$ cat src/rtl/geometry_sequencer_if.sv
`default_nettype none
// ============================================================================
//  Module      : geometry_sequencer_if
//  Description : Transform-unit channel between the geometry sequencer and
//                the shared camera-transform datapath.
//                  req_valid/req_ready : request handshake
//                  req_vtx             : object-space vertex {z,y,x}
//                  req_model           : model index tagging the request
//                  resp_valid/resp_data: in-order screen-space results,
//                                        no backpressure
//                master = sequencer side, slave = transform-unit side.
//  Revision    : 1.0 - initial release
// ============================================================================
interface geometry_sequencer_if #(
    parameter int MODEL_W = 4,
    parameter int COORD_W = 32
);
    logic                   req_valid;
    logic                   req_ready;
    logic [3*COORD_W-1:0]   req_vtx;
    logic [MODEL_W-1:0]     req_model;
    logic                   resp_valid;
    logic [3*COORD_W-1:0]   resp_data;

    modport master (
        output req_valid, req_vtx, req_model,
        input  req_ready, resp_valid, resp_data
    );

    modport slave (
        input  req_valid, req_vtx, req_model,
        output req_ready, resp_valid, resp_data
    );
endinterface
`default_nettype wire

$ cat src/rtl/geometry_sequencer.sv
`default_nettype none
// ============================================================================
//  Module      : geometry_sequencer
//  Description : Walks the model descriptor table on start, fetches every
//                vertex of every triangle, issues it to the transform unit
//                (credit-limited to MAX_OUT in flight) and writes each
//                returned result into the model's render-cache region.
//  Ports       : clk, rst_n (sync, active-low)
//                start/num_models/busy/done/err : control and status
//                desc_*  : descriptor table read (1-cycle latency)
//                vtx_*   : vertex memory read (1-cycle latency)
//                xf      : transform request/response channel (master)
//                rc_*    : render-cache write port
//  Revision    : 1.0 - initial release
// ============================================================================
module geometry_sequencer #(
    parameter int MODEL_W = 4,
    parameter int ADDR_W  = 16,
    parameter int COORD_W = 32,
    parameter int MAX_OUT = 4
) (
    input  logic                    clk,
    input  logic                    rst_n,
    input  logic                    start,
    input  logic [MODEL_W:0]        num_models,
    output logic                    busy,
    output logic                    done,
    output logic                    err,
    output logic                    desc_rd,
    output logic [MODEL_W-1:0]      desc_addr,
    input  logic [ADDR_W-1:0]       desc_vbase,
    input  logic [ADDR_W-1:0]       desc_ntri,
    input  logic [ADDR_W-1:0]       desc_cbase,
    output logic                    vtx_rd,
    output logic [ADDR_W-1:0]       vtx_addr,
    input  logic [3*COORD_W-1:0]    vtx_data,
    geometry_sequencer_if.master    xf,
    output logic                    rc_we,
    output logic [ADDR_W-1:0]       rc_addr,
    output logic [3*COORD_W-1:0]    rc_data
);
    localparam int         VCNT_W    = ADDR_W + 2;
    localparam logic [3:0] C_MAX_OUT = 4'(MAX_OUT);

    typedef enum logic [2:0] {
        S_IDLE  = 3'd0,
        S_DESC  = 3'd1,
        S_DLAT  = 3'd2,
        S_FETCH = 3'd3,
        S_CAPT  = 3'd4,
        S_ISSUE = 3'd5,
        S_DRAIN = 3'd6,
        S_DONE  = 3'd7
    } state_t;

    state_t                 state_q, state_d;
    logic [MODEL_W-1:0]     m_q, m_d;
    logic [MODEL_W:0]       nm_q, nm_d;
    logic [ADDR_W-1:0]      vbase_q, vbase_d;
    logic [ADDR_W-1:0]      cbase_q, cbase_d;
    logic [VCNT_W-1:0]      vcnt_q, vcnt_d;
    logic [VCNT_W-1:0]      k_q, k_d;
    logic [ADDR_W-1:0]      w_q, w_d;
    logic [3:0]             outst_q, outst_d;
    logic [3*COORD_W-1:0]   hold_q, hold_d;
    logic                   err_q, err_d;

    logic                   req_fire;
    logic                   resp_ok;
    logic                   resp_spur;

    assign busy      = (state_q != S_IDLE) && (state_q != S_DONE);
    assign done      = (state_q == S_DONE);
    assign err       = err_q;
    // Responses only count while a walk is active; one arriving with nothing
    // outstanding is a protocol violation and is flagged instead of written.
    assign resp_ok   = busy && xf.resp_valid && (outst_q != 4'd0);
    assign resp_spur = busy && xf.resp_valid && (outst_q == 4'd0);

    always_comb begin
        state_d      = state_q;
        m_d          = m_q;
        nm_d         = nm_q;
        vbase_d      = vbase_q;
        cbase_d      = cbase_q;
        vcnt_d       = vcnt_q;
        k_d          = k_q;
        w_d          = w_q;
        hold_d       = hold_q;
        err_d        = err_q;
        req_fire     = 1'b0;
        desc_rd      = 1'b0;
        desc_addr    = '0;
        vtx_rd       = 1'b0;
        vtx_addr     = '0;
        xf.req_valid = 1'b0;
        xf.req_vtx   = '0;
        xf.req_model = '0;
        rc_we        = 1'b0;
        rc_addr      = '0;
        rc_data      = '0;

        case (state_q)
            S_IDLE: begin
                if (start) begin
                    nm_d    = num_models;
                    m_d     = '0;
                    err_d   = 1'b0;
                    state_d = (num_models == '0) ? S_DONE : S_DESC;
                end
            end
            S_DESC: begin
                desc_rd   = 1'b1;
                desc_addr = m_q;
                state_d   = S_DLAT;
            end
            S_DLAT: begin
                vbase_d = desc_vbase;
                cbase_d = desc_cbase;
                // 3*ntri as (ntri + 2*ntri), widened so it cannot overflow
                vcnt_d  = {2'b00, desc_ntri} + {1'b0, desc_ntri, 1'b0};
                k_d     = '0;
                w_d     = '0;
                state_d = (desc_ntri == '0) ? S_DRAIN : S_FETCH;
            end
            S_FETCH: begin
                // Credit gate: this is the only place that bounds outstanding
                if (outst_q < C_MAX_OUT) begin
                    vtx_rd   = 1'b1;
                    vtx_addr = vbase_q + k_q[ADDR_W-1:0];
                    state_d  = S_CAPT;
                end
            end
            S_CAPT: begin
                hold_d  = vtx_data;
                state_d = S_ISSUE;
            end
            S_ISSUE: begin
                xf.req_valid = 1'b1;
                xf.req_vtx   = hold_q;
                xf.req_model = m_q;
                if (xf.req_ready) begin
                    req_fire = 1'b1;
                    k_d      = k_q + VCNT_W'(1);
                    state_d  = (k_q + VCNT_W'(1) == vcnt_q) ? S_DRAIN : S_FETCH;
                end
            end
            S_DRAIN: begin
                if (outst_q == 4'd0) begin
                    if (({1'b0, m_q} + (MODEL_W+1)'(1)) == nm_q) begin
                        state_d = S_DONE;
                    end else begin
                        m_d     = m_q + MODEL_W'(1);
                        state_d = S_DESC;
                    end
                end
            end
            S_DONE: begin
                state_d = S_IDLE;
            end
            default: begin
                state_d = S_IDLE;
            end
        endcase

        // Response path runs alongside the walk; the write is combinational.
        // The cache write is suppressed while reset is being applied.
        if (resp_ok && rst_n) begin
            rc_we   = 1'b1;
            rc_addr = cbase_q + w_q;
            rc_data = xf.resp_data;
        end
        if (resp_ok) begin
            w_d = w_q + ADDR_W'(1);
        end
        if (resp_spur) begin
            err_d = 1'b1;
        end
        outst_d = outst_q + {3'b000, req_fire} - {3'b000, resp_ok};
    end

    always_ff @(posedge clk) begin
        if (!rst_n) begin
            state_q <= S_IDLE;
            m_q     <= '0;
            nm_q    <= '0;
            vbase_q <= '0;
            cbase_q <= '0;
            vcnt_q  <= '0;
            k_q     <= '0;
            w_q     <= '0;
            outst_q <= '0;
            hold_q  <= '0;
            err_q   <= 1'b0;
        end else begin
            state_q <= state_d;
            m_q     <= m_d;
            nm_q    <= nm_d;
            vbase_q <= vbase_d;
            cbase_q <= cbase_d;
            vcnt_q  <= vcnt_d;
            k_q     <= k_d;
            w_q     <= w_d;
            outst_q <= outst_d;
            hold_q  <= hold_d;
            err_q   <= err_d;
        end
    end
endmodule
`default_nettype wire
$ cat src/flat_wrapper.sv
// flat-port wrapper written by rule: the top's interface ports become plain ports
module geometry_sequencer_flat 
#(
    parameter int MODEL_W = 4,
    parameter int ADDR_W  = 16,
    parameter int COORD_W = 32,
    parameter int MAX_OUT = 4
)
  (clk, rst_n, start, num_models, busy, done, err, desc_rd, desc_addr, desc_vbase, desc_ntri, desc_cbase, vtx_rd, vtx_addr, vtx_data, rc_we, rc_addr, rc_data, xf_req_valid, xf_req_vtx, xf_req_model, xf_req_ready, xf_resp_valid, xf_resp_data);
  geometry_sequencer_if #(.MODEL_W(MODEL_W), .COORD_W(COORD_W)) xf_i ();
  input  logic clk;
  input  logic rst_n;
  input  logic start;
  input  logic [MODEL_W:0] num_models;
  output logic busy;
  output logic done;
  output logic err;
  output logic desc_rd;
  output logic [MODEL_W-1:0] desc_addr;
  input  logic [ADDR_W-1:0] desc_vbase;
  input  logic [ADDR_W-1:0] desc_ntri;
  input  logic [ADDR_W-1:0] desc_cbase;
  output logic vtx_rd;
  output logic [ADDR_W-1:0] vtx_addr;
  input  logic [3*COORD_W-1:0] vtx_data;
  output logic rc_we;
  output logic [ADDR_W-1:0] rc_addr;
  output logic [3*COORD_W-1:0] rc_data;
  output wire logic [$bits(xf_i.req_valid)-1:0] xf_req_valid;
  output wire logic [$bits(xf_i.req_vtx)-1:0] xf_req_vtx;
  output wire logic [$bits(xf_i.req_model)-1:0] xf_req_model;
  input wire logic [$bits(xf_i.req_ready)-1:0] xf_req_ready;
  input wire logic [$bits(xf_i.resp_valid)-1:0] xf_resp_valid;
  input wire logic [$bits(xf_i.resp_data)-1:0] xf_resp_data;
  assign xf_req_valid = xf_i.req_valid;
  assign xf_req_vtx = xf_i.req_vtx;
  assign xf_req_model = xf_i.req_model;
  assign xf_i.req_ready = xf_req_ready;
  assign xf_i.resp_valid = xf_resp_valid;
  assign xf_i.resp_data = xf_resp_data;
  geometry_sequencer #(.MODEL_W(MODEL_W), .ADDR_W(ADDR_W), .COORD_W(COORD_W), .MAX_OUT(MAX_OUT)) u_core (.clk(clk), .rst_n(rst_n), .start(start), .num_models(num_models), .busy(busy), .done(done), .err(err), .desc_rd(desc_rd), .desc_addr(desc_addr), .desc_vbase(desc_vbase), .desc_ntri(desc_ntri), .desc_cbase(desc_cbase), .vtx_rd(vtx_rd), .vtx_addr(vtx_addr), .vtx_data(vtx_data), .xf(xf_i), .rc_we(rc_we), .rc_addr(rc_addr), .rc_data(rc_data));
endmodule
$ cat config.mk
export PLATFORM = sky130hd
export DESIGN_NAME = geometry_sequencer_flat
export DESIGN_NICKNAME = d
export VERILOG_FILES = /design/src/rtl/geometry_sequencer_if.sv /design/src/rtl/geometry_sequencer.sv /design/src/flat_wrapper.sv
export SDC_FILE = /design/constraint.sdc
export NUM_CORES = 1
export LEC_CHECK = 0
export ABC_CLOCK_PERIOD_IN_PS = 5100
export CORE_AREA = 2 2 188 190
export CTS_CLUSTER_DIAMETER = 80
export CTS_CLUSTER_SIZE = 8
export DETAILED_ROUTE_END_ITERATION = 10
export DIE_AREA = 0 0 190 192
export PLACE_DENSITY = 0.7
export SLEW_MARGIN = 20
export SYNTH_ARGS = -nofsm -noshare
export SYNTH_HDL_FRONTEND = slang
export SYNTH_SLANG_ARGS = --single-unit
$ cat constraint.sdc
create_clock -name clk -period 5.1 [get_ports clk]
set_input_delay 1.275 -clock clk [delete_from_list [all_inputs] [get_ports clk]]
set_output_delay 1.275 -clock clk [all_outputs]
set_load 0.05 [all_outputs]
==> run summary <==
Via Count = 13280
Most frequent cells in the layout = clkdlybuf4s50_1 (374), nand2_1 (323), and3_1 (212), a21oi_1 (206), dfxtp_1 (196)
Share of cells above drive strength 1 = 8.741%
Post-CTS Setup Inserts = 0
Layout Skew = 0.01114 ns
Clk slew on worst S/H paths = 0.07 ns
Worst path most repeated cell = nor3_1
Buf+Inv Stages, Crit Path = 1
Global-route usage over all layers = 27.07%
Initial DRC Count = 886
Hold WS = 0.4504 ns
WP data arrival = 3.50 ns
Req. time, crit path = 3.83 ns
Clk root buf = clkbuf_16
Commonest non-fill, non-tap cell in the layout = clkdlybuf4s50_1
CTS tree = yes
Syn_nets = 1927
Hold Buf Count CTS = 0
TritonCTS buffer count = 17
Tot Pwr = 5.996 mW
Initial antenna violation count = 23
Layout net count = 2329
DIE AREA = 36480 um2
Number of synthesis warnings = 0
Slowest cell on crit path = clkdlybuf4s50_1
Worst skew pair latency = 0.44 ns
Area growth, synth to finish = 57.88%
Final worst-path cycle share = 93.58%
Status = complete, no violations
Largest net degree at the start of global routing = 114
Seq/Total Area, Yosys = 33.25%
DP Cell Count = 2448
Ranking of synthesized cells by area = dfxtp_1 (33%), and3_1 (11%), nand2_1 (10%)
Cell Rows = 68
Nature of the critical path startpoint = flop
Core area = 34290 um2
H-tree Lvls = 4
Crit-path max FO = 7
Crit path capture type = primary output
Port Buffers = 488
HPWL Detailed = 38940 um
Biggest area consumer among synthesized cells = dfxtp_1
Synth top area share = 33.25%
Main flop type after synthesis = dfxtp_1
Wire per inst = 20.55 um
Top delay family on crit path = buffers and inverters
Leakage = 7.819 nW
Synth async-reset ratio = 0%
GP Congestion = 0.9187
CP Cell Sequence = ha_1 -> fa_1 -> nand3_1 -> a211oi_1 -> nor2_1 -> a211o_1 -> a31oi_1 -> nor3_1 -> nor3_1 -> clkdlybuf4s50_1
Initial core utilization = 34.59%
Vias per cell = 5.319
Post-Syn Instances = 1610
I/O pin total = 489
Hold Violations, Final = 0
Setup violations, final = 0
Crit Path Category = flop to primary output
Crit path largest cell delay = 0.84 ns
Fin crit period = 4.773 ns
Vias in the first global route = 12630
Unique masters post-synth = 58
Drt drc = 0
Fmax = 0.2095 GHz
Chip Width = 190 um
Dpl cell area = 18110 um2
Final Non-Filler Cells = 2497
Hold Path Class = flop to flop
Number of flops mapped to enable cells by yosys = 0
Die height = 192 um
First drt pass iteration count = 5
Fin area = 18730 um2
First-pass GRT wire length = 75180 um
Final worst setup slack = 0.3273 ns
MaxCap Viol Count = 0
Setup TNS = 0 ns
GRT overflow = 0
Max clock buf depth = 2
Post-CTS sizing = 0
Tightest Pin Transition = 1.081 ns
Peak VDD IR = 0.0004134 V
Util after Layout = 54.62%
Dpl ws = 0.6848 ns
Drt total wl = 51310 um
Slew headroom = 27.91%
Mean Syn Cell Area = 7.367 um2
Slew Limit Fails = 0
Clock sinks = 197
Setup repair after global routing missed its margin = false
Synth Cell Area = 11860 um2
Flops & latches, synth = 197
Final ANT Viol Nets = 0
PwrDens = 320.2 nW/um2
[layer usage]
metal | vias to the layer above | part of all wire [%] | track usage (%)
met5 | - | 0.060 | 0
met1 | 6183 | 38 | 30.38
li1 | 6383 | - | -
met3 | 119 | 7.8 | 7.199
met4 | 6 | 6.3 | 16.99
met2 | 590 | 48 | 45.72
[sequential cells by signal, summed over array words and instances (netlist names)]
signal and count:
u_core.state_q 3, u_core.err 1, u_core.nm_q 5, u_core.w_q 16, u_core.outst_q 4, u_core.hold_q 96
u_core.vbase_q 16, u_core.k_q 18, u_core.cbase_q 16, u_core.vcnt_q 18, u_core.m_q 4
[tightest hold or removal path, cell delays in order (launching register included)]
cell	delay, ns
dfxtp_1	0.31
nand2_1	0.05
a21oi_1	0.05
[path summary, 6_finish.rpt]
path / start / to / slack (ns) / cells after the start
setup / recovery: u_core.k_q[0] / vtx_addr[14] / 0.33 / 10
hold / removal: u_core.hold_q[77] / u_core.hold_q[77] / 0.45 / 2
setup reg to reg: u_core.state_q[1] / u_core.outst_q[2] / 1.46 / 12
hold reg to reg: u_core.hold_q[77] / u_core.hold_q[77] / 0.45 / 2
[layout make-up]
class,count,area [um2]
tap,455,569.3
clock buffer,20,446.7
timing repair buffer,501,6121
multi-input combinational,1258,7336
clock inverter,12,122.6
antenna,17,42.54
fill,3109,15560
sequential,197,3945
inverter,37,143.9
[synthesized netlist by cell type, drive strengths merged (3+ instances only)]
master    n
nand3b   10
dfxtp   197
a21oi   206
nand3    28
o31ai     3
a41oi     4
and3    213
nor3     28
a311oi    6
or3       7
xor2     25
buf      10
nor2    107
o211ai    4
a21o     14
fa        4
a22oi     4
nand4     8
and2     14
o21bai    3
nand4b    8
a211o     3
or4       4
nand2b    5
o21ai    45
xnor2    40
clkbuf  108
nor4      6
a31o      3
nand2   326
ha       63
inv      37
a211oi   16
o21a     10
nor2b     6
mux2i     7
a31oi     9
o211a     3
[kinds of logic after synthesis]
family | after synthesis | synth area share (%)
simple gates | 774 | 32.07
xor+xnor | 65 | 4.800
flops | 197 | 33.25
fa+ha+maj | 67 | 7.321
buf+inv | 155 | 5.084
compound gates | 345 | 16.89
mux | 7 | 0.5907
[power by group]
group | switching [mW] | total, mW | internal, mW
combinational | 1.70 | 2.72 | 1.03
sequential | 0.153 | 1.93 | 1.77
clock | 0.650 | 1.35 | 0.697
total | 2.50 | 6.00 | 3.50
Note: power is estimated with default switching activity, not from simulation.
==> edit 1: new RTL, same flow settings <==
`m_q`, `nm_q`, `k_q`, `w_q` and `hold_q` no longer have a reset.
--- a/src/rtl/geometry_sequencer.sv
+++ b/src/rtl/geometry_sequencer.sv
@@ -182,29 +182,27 @@
     always_ff @(posedge clk) begin
         if (!rst_n) begin
             state_q <= S_IDLE;
-            m_q     <= '0;
-            nm_q    <= '0;
             vbase_q <= '0;
             cbase_q <= '0;
             vcnt_q  <= '0;
-            k_q     <= '0;
-            w_q     <= '0;
             outst_q <= '0;
-            hold_q  <= '0;
             err_q   <= 1'b0;
         end else begin
             state_q <= state_d;
-            m_q     <= m_d;
-            nm_q    <= nm_d;
             vbase_q <= vbase_d;
             cbase_q <= cbase_d;
             vcnt_q  <= vcnt_d;
-            k_q     <= k_d;
-            w_q     <= w_d;
             outst_q <= outst_d;
-            hold_q  <= hold_d;
             err_q   <= err_d;
         end
+    end
+
+    always_ff @(posedge clk) begin
+        m_q    <= m_d;
+        nm_q   <= nm_d;
+        k_q    <= k_d;
+        w_q    <= w_d;
+        hold_q <= hold_d;
     end
 endmodule
 `default_nettype wire
Function: no difference found for any inputs over 10 cycles, from zero or initial values and one cycle with rst_n low; that may be too few to reach the edited logic, so the function may still have changed.
==> edit 1 against the original RTL <==
Total power grew 35%; sequential cell count is the same; combinational power grew 52%; final area shrank 0.67%; setup slack lost 130 ps; area after synthesis shrank 2.1%; sequential power grew 36%; wire length shrank 16%; count of clock-buffer cells in the layout shrank 2.
==> edit 1: results <==
group,metric,value,unit
logic_synthesis,yosys-top-cells-area,"edfxtp_1, and3_1, dfxtp_1",
outcome,run_status,"completed",
layout,drive_above_1_share,10.7,%
placement,dp.cells,2089,
sta,finalClockSkew,12.9,ps
layout,nonClockBufferCount,498,
layout,clock_area_share,3.10,%
layout,nonClkBufAreaFrac,33.0,%
layout,clkbuf_count,18,
logic_synthesis,synth-edff-count,139,
drt,wl_met2,20600,microns
logic_synthesis,seq_area_frac_synth,45.9,%
pwr,ir_drop,0.311,mV
pwr,p_clk_share,16.9,%
drt,wirelength,42900,microns
pwr,p_leak,7.70,nW
logic_synthesis,synth_nets,1528,
hold_path,min-delay-start,"u_core.cbase_q[11]$_SDFFE_PN0P_",
grt,grt_pass1_wl,62500,microns
drt,viasPerCell,5.14,
logic_synthesis,syn_inst,1211,
critical_path,arrival,3630,ps
layout,n_all_inverters,42,
layout,num-fill-cells,2983,
pwr,swShare,43.5,%
drt,drt-met1-wl,18100,microns
placement,dp.final_hpwl,32700,microns
layout,utilization,54.3,%
grt,use_met1,29.6,%
grt,antenna_found_initial,9,
edit 1: changes by cell type in the layout (fill, tap and decap cells not counted), moves of 10 or more:
cell      before  now
nand2_1      323  118
a21oi_1      206   84
nor3_1        28   16
xor2_1        25   42
edfxtp_1       0  139
o21ai_0       45   23
nand3_1       26   36
dfxtp_1      196   57
nor2_1       107   94
edit 1: path summary, 6_finish.rpt:
check                                    endpoint  slack [ps]  cells past startpoint
setup / recovery                     vtx_addr[10]         200                      7
hold / removal    u_core.cbase_q[11]$_SDFFE_PN0P_         460                      2
setup reg to reg     u_core.outst_q[2]$_SDFF_PN0_        1950                     12
hold reg to reg   u_core.cbase_q[11]$_SDFFE_PN0P_         460                      2
edit 1: logic make-up after synthesis:
family	count (synthesis)	synth area share (%)
mux	4	0.356
buf+inv	117	4.32
simple gates	572	26.4
fa+ha+maj	67	7.48
flops	197	45.9
xor+xnor	76	6.13
compound gates	178	9.41
edit 1: what timing repair did:
item | CTS | global route
cloned | 0 | 0
buffers inserted | 0 | 0
setup endpoints to repair | 1 | 6
gates resized for setup | 1 | 7
edit 1: power by group through the flow:
| stage | Combinational [mW] | Sequential, mW | Clock, mW |
|---|---|---|---|
| final | 4.13 | 2.62 | 1.37 |
| after global routing | 4.43 | 2.68 | 1.45 |
| after CTS | 4.14 | 2.62 | 1.41 |
| after detailed placement | 4.11 | 2.65 | 0 |
| after global placement | 4.05 | 2.62 | 0 |
| after floorplan | 2.69 | 2.49 | 0 |
edit 1: worst register-to-register path, delay by kind of cell (launching register included):
| family | cells | cell delay (ps) |
|---|---|---|
| XOR/XNOR | 1 | 150 |
| adder cells (fa/ha/maj) | 3 | 870 |
| buffers and inverters | 4 | 540 |
| flip-flops | 1 | 770 |
| AND/OR/NAND/NOR | 4 | 690 |
==> edit 2: new RTL, config.mk and constraints unchanged <==
Without the edit above. `MODEL_W` is set to 4 in 3 places; all go to 6.
--- a/src/rtl/geometry_sequencer_if.sv
+++ b/src/rtl/geometry_sequencer_if.sv
@@ -12,7 +12,7 @@
 //  Revision    : 1.0 - initial release
 // ============================================================================
 interface geometry_sequencer_if #(
-    parameter int MODEL_W = 4,
+    parameter int MODEL_W = 6,
     parameter int COORD_W = 32
 );
     logic                   req_valid;
--- a/src/rtl/geometry_sequencer.sv
+++ b/src/rtl/geometry_sequencer.sv
@@ -14,7 +14,7 @@
 //  Revision    : 1.0 - initial release
 // ============================================================================
 module geometry_sequencer #(
-    parameter int MODEL_W = 4,
+    parameter int MODEL_W = 6,
     parameter int ADDR_W  = 16,
     parameter int COORD_W = 32,
     parameter int MAX_OUT = 4
--- a/src/flat_wrapper.sv
+++ b/src/flat_wrapper.sv
@@ -1,7 +1,7 @@
 // flat-port wrapper written by rule: the top's interface ports become plain ports
 module geometry_sequencer_flat 
 #(
-    parameter int MODEL_W = 4,
+    parameter int MODEL_W = 6,
     parameter int ADDR_W  = 16,
     parameter int COORD_W = 32,
     parameter int MAX_OUT = 4
Ports: changed (resized desc_addr, num_models and xf_req_model); port bits go from 489 to 495. No check against the original RTL was run, so the function may have changed too.
==> edit 2 against the original RTL <==
Final area up 2.5%; synthesized cell count up 2.5%; wire length shrank 11%; count of clock-buffer cells in the layout grew 10; non-clock buffer count rose by 10; total power decreased by 0.31%; critical endpoint is now vtx_addr[12]; register-to-register slack better by 160 ps; sequential cell count increased by 4; first-iteration DRC count fell by 11%; critical path depth decreased by 1; die area unchanged; setup slack got worse by 100 ps; area after synthesis increased by 2.0%.
==> edit 2: results <==
group,metric,value,unit
logic_synthesis,muxShareOfSynthArea,0.0827,%
placement,dp.cells,2496,
critical_path,cpPeakStageDelay,820,ps
clocking,cts_inserted_buffers,29,
placement,dp.final_hpwl,33800,microns
layout,nets,2391,
placement,dp_slack,677,ps
critical_path,critPathTopFamily,"compound AO/OA/AOI/OAI gates",
grt,antenna_found_initial,3,
critical_path,reg2reg_from,"u_core.state_q[2]$_SDFFE_PN0P_",
critical_path,reg2reg_depth,13,
pwr,p_sw,2.25,mW
layout,final_cells,2529,
pwr,p_leak,8.02,nW
pwr,p_comb,2.40,mW
grt,grt_use_total,23.2,%
clocking,clkLatencyLatePin,540,ps
logic_synthesis,synth_nets,1969,
placement,gp_routability_congestion,0.884,
clocking,max-clock-path-buffers,3,
sta,slew_headroom,27.8,%
placement,place_area,18400,sq um
logic_synthesis,syn_area_per_cell,7.33,sq um
pwr,p_seq_share,31.8,%
outcome,run_status,"completed",
pwr,power_frac_comb,40.2,%
drt,via_count,13414,
logic_synthesis,yosys-top-cells-count,"nand2_1, and3_1, a21oi_1",
placement,io_buffers,494,
logic_synthesis,yosys-top-cells-area,"dfxtp_1, and3_1, nand2_1",
clocking,clk_pin_slew,50,ps
layout,drive_above_1_share,8.88,%
grt,grt_max_degree,134,
critical_path,cp_max_fo,7,
logic_synthesis,seq_area_frac_synth,33.3,%
logic_synthesis,synth-xor-area-share,5.29,%
grt,grt_pass1_wl,68100,microns
logic_synthesis,ys_types,66,
logic_synthesis,yosys.area_share.adder,7.18,%
drt,dr.first_iter.drc_count,785,
grt,first_global_vias,12396,
sta,finalClockSkew,18.8,ps
logic_synthesis,synth_compound_area_share,16.8,%
-- edit 2: cell types whose count changed after synthesis, sizes merged, moves of 9 or more --
cell and change:
nand2 +21, or3 +9, nor2 -9, o21ai +12
-- edit 2: layer usage --
layer  global-route usage, %  vias up  wire (microns)
li1                        -     6556               -
met1                    29.7     6310           19100
met2                    39.7      480           21900
met4                    5.31        2             854
met3                    5.30       66            3670
met5                       0        -              11
-- edit 2: layout make-up --
type	instances	area, sq um
antenna	1	2.50
clock buffer	30	729
clock inverter	2	17.5
fill	3105	15100
inverter	34	133
multi-input combinational	1295	7500
sequential	201	4030
tap	455	569
timing repair buffer	511	6230
-- edit 2: how the worst min path moves through the flow --
stage,slack (ps),endpoint,cells after the start,startpoint
floorplan,430,u_core.hold_q[44]$_SDFFE_PN0P_,2,u_core.hold_q[44]$_SDFFE_PN0P_
finish,450,u_core.hold_q[51]$_SDFFE_PN0P_,2,u_core.hold_q[51]$_SDFFE_PN0P_
CTS,450,u_core.hold_q[53]$_SDFFE_PN0P_,2,u_core.hold_q[53]$_SDFFE_PN0P_
global placement,440,u_core.hold_q[19]$_SDFFE_PN0P_,2,u_core.hold_q[19]$_SDFFE_PN0P_
detailed placement,440,u_core.hold_q[53]$_SDFFE_PN0P_,2,u_core.hold_q[53]$_SDFFE_PN0P_
global route,460,u_core.hold_q[2]$_SDFFE_PN0P_,2,u_core.hold_q[2]$_SDFFE_PN0P_
-- edit 2: worst reg2reg max path, delay by kind of cell, from the launching register on --
kind                       cells  cell delay [ps]
xor gates and xnor gates       1              140
DFF                            1              320
and+or+nand+nor                4              840
adders and majority gates      3              830
buffers and inverters          5             1210
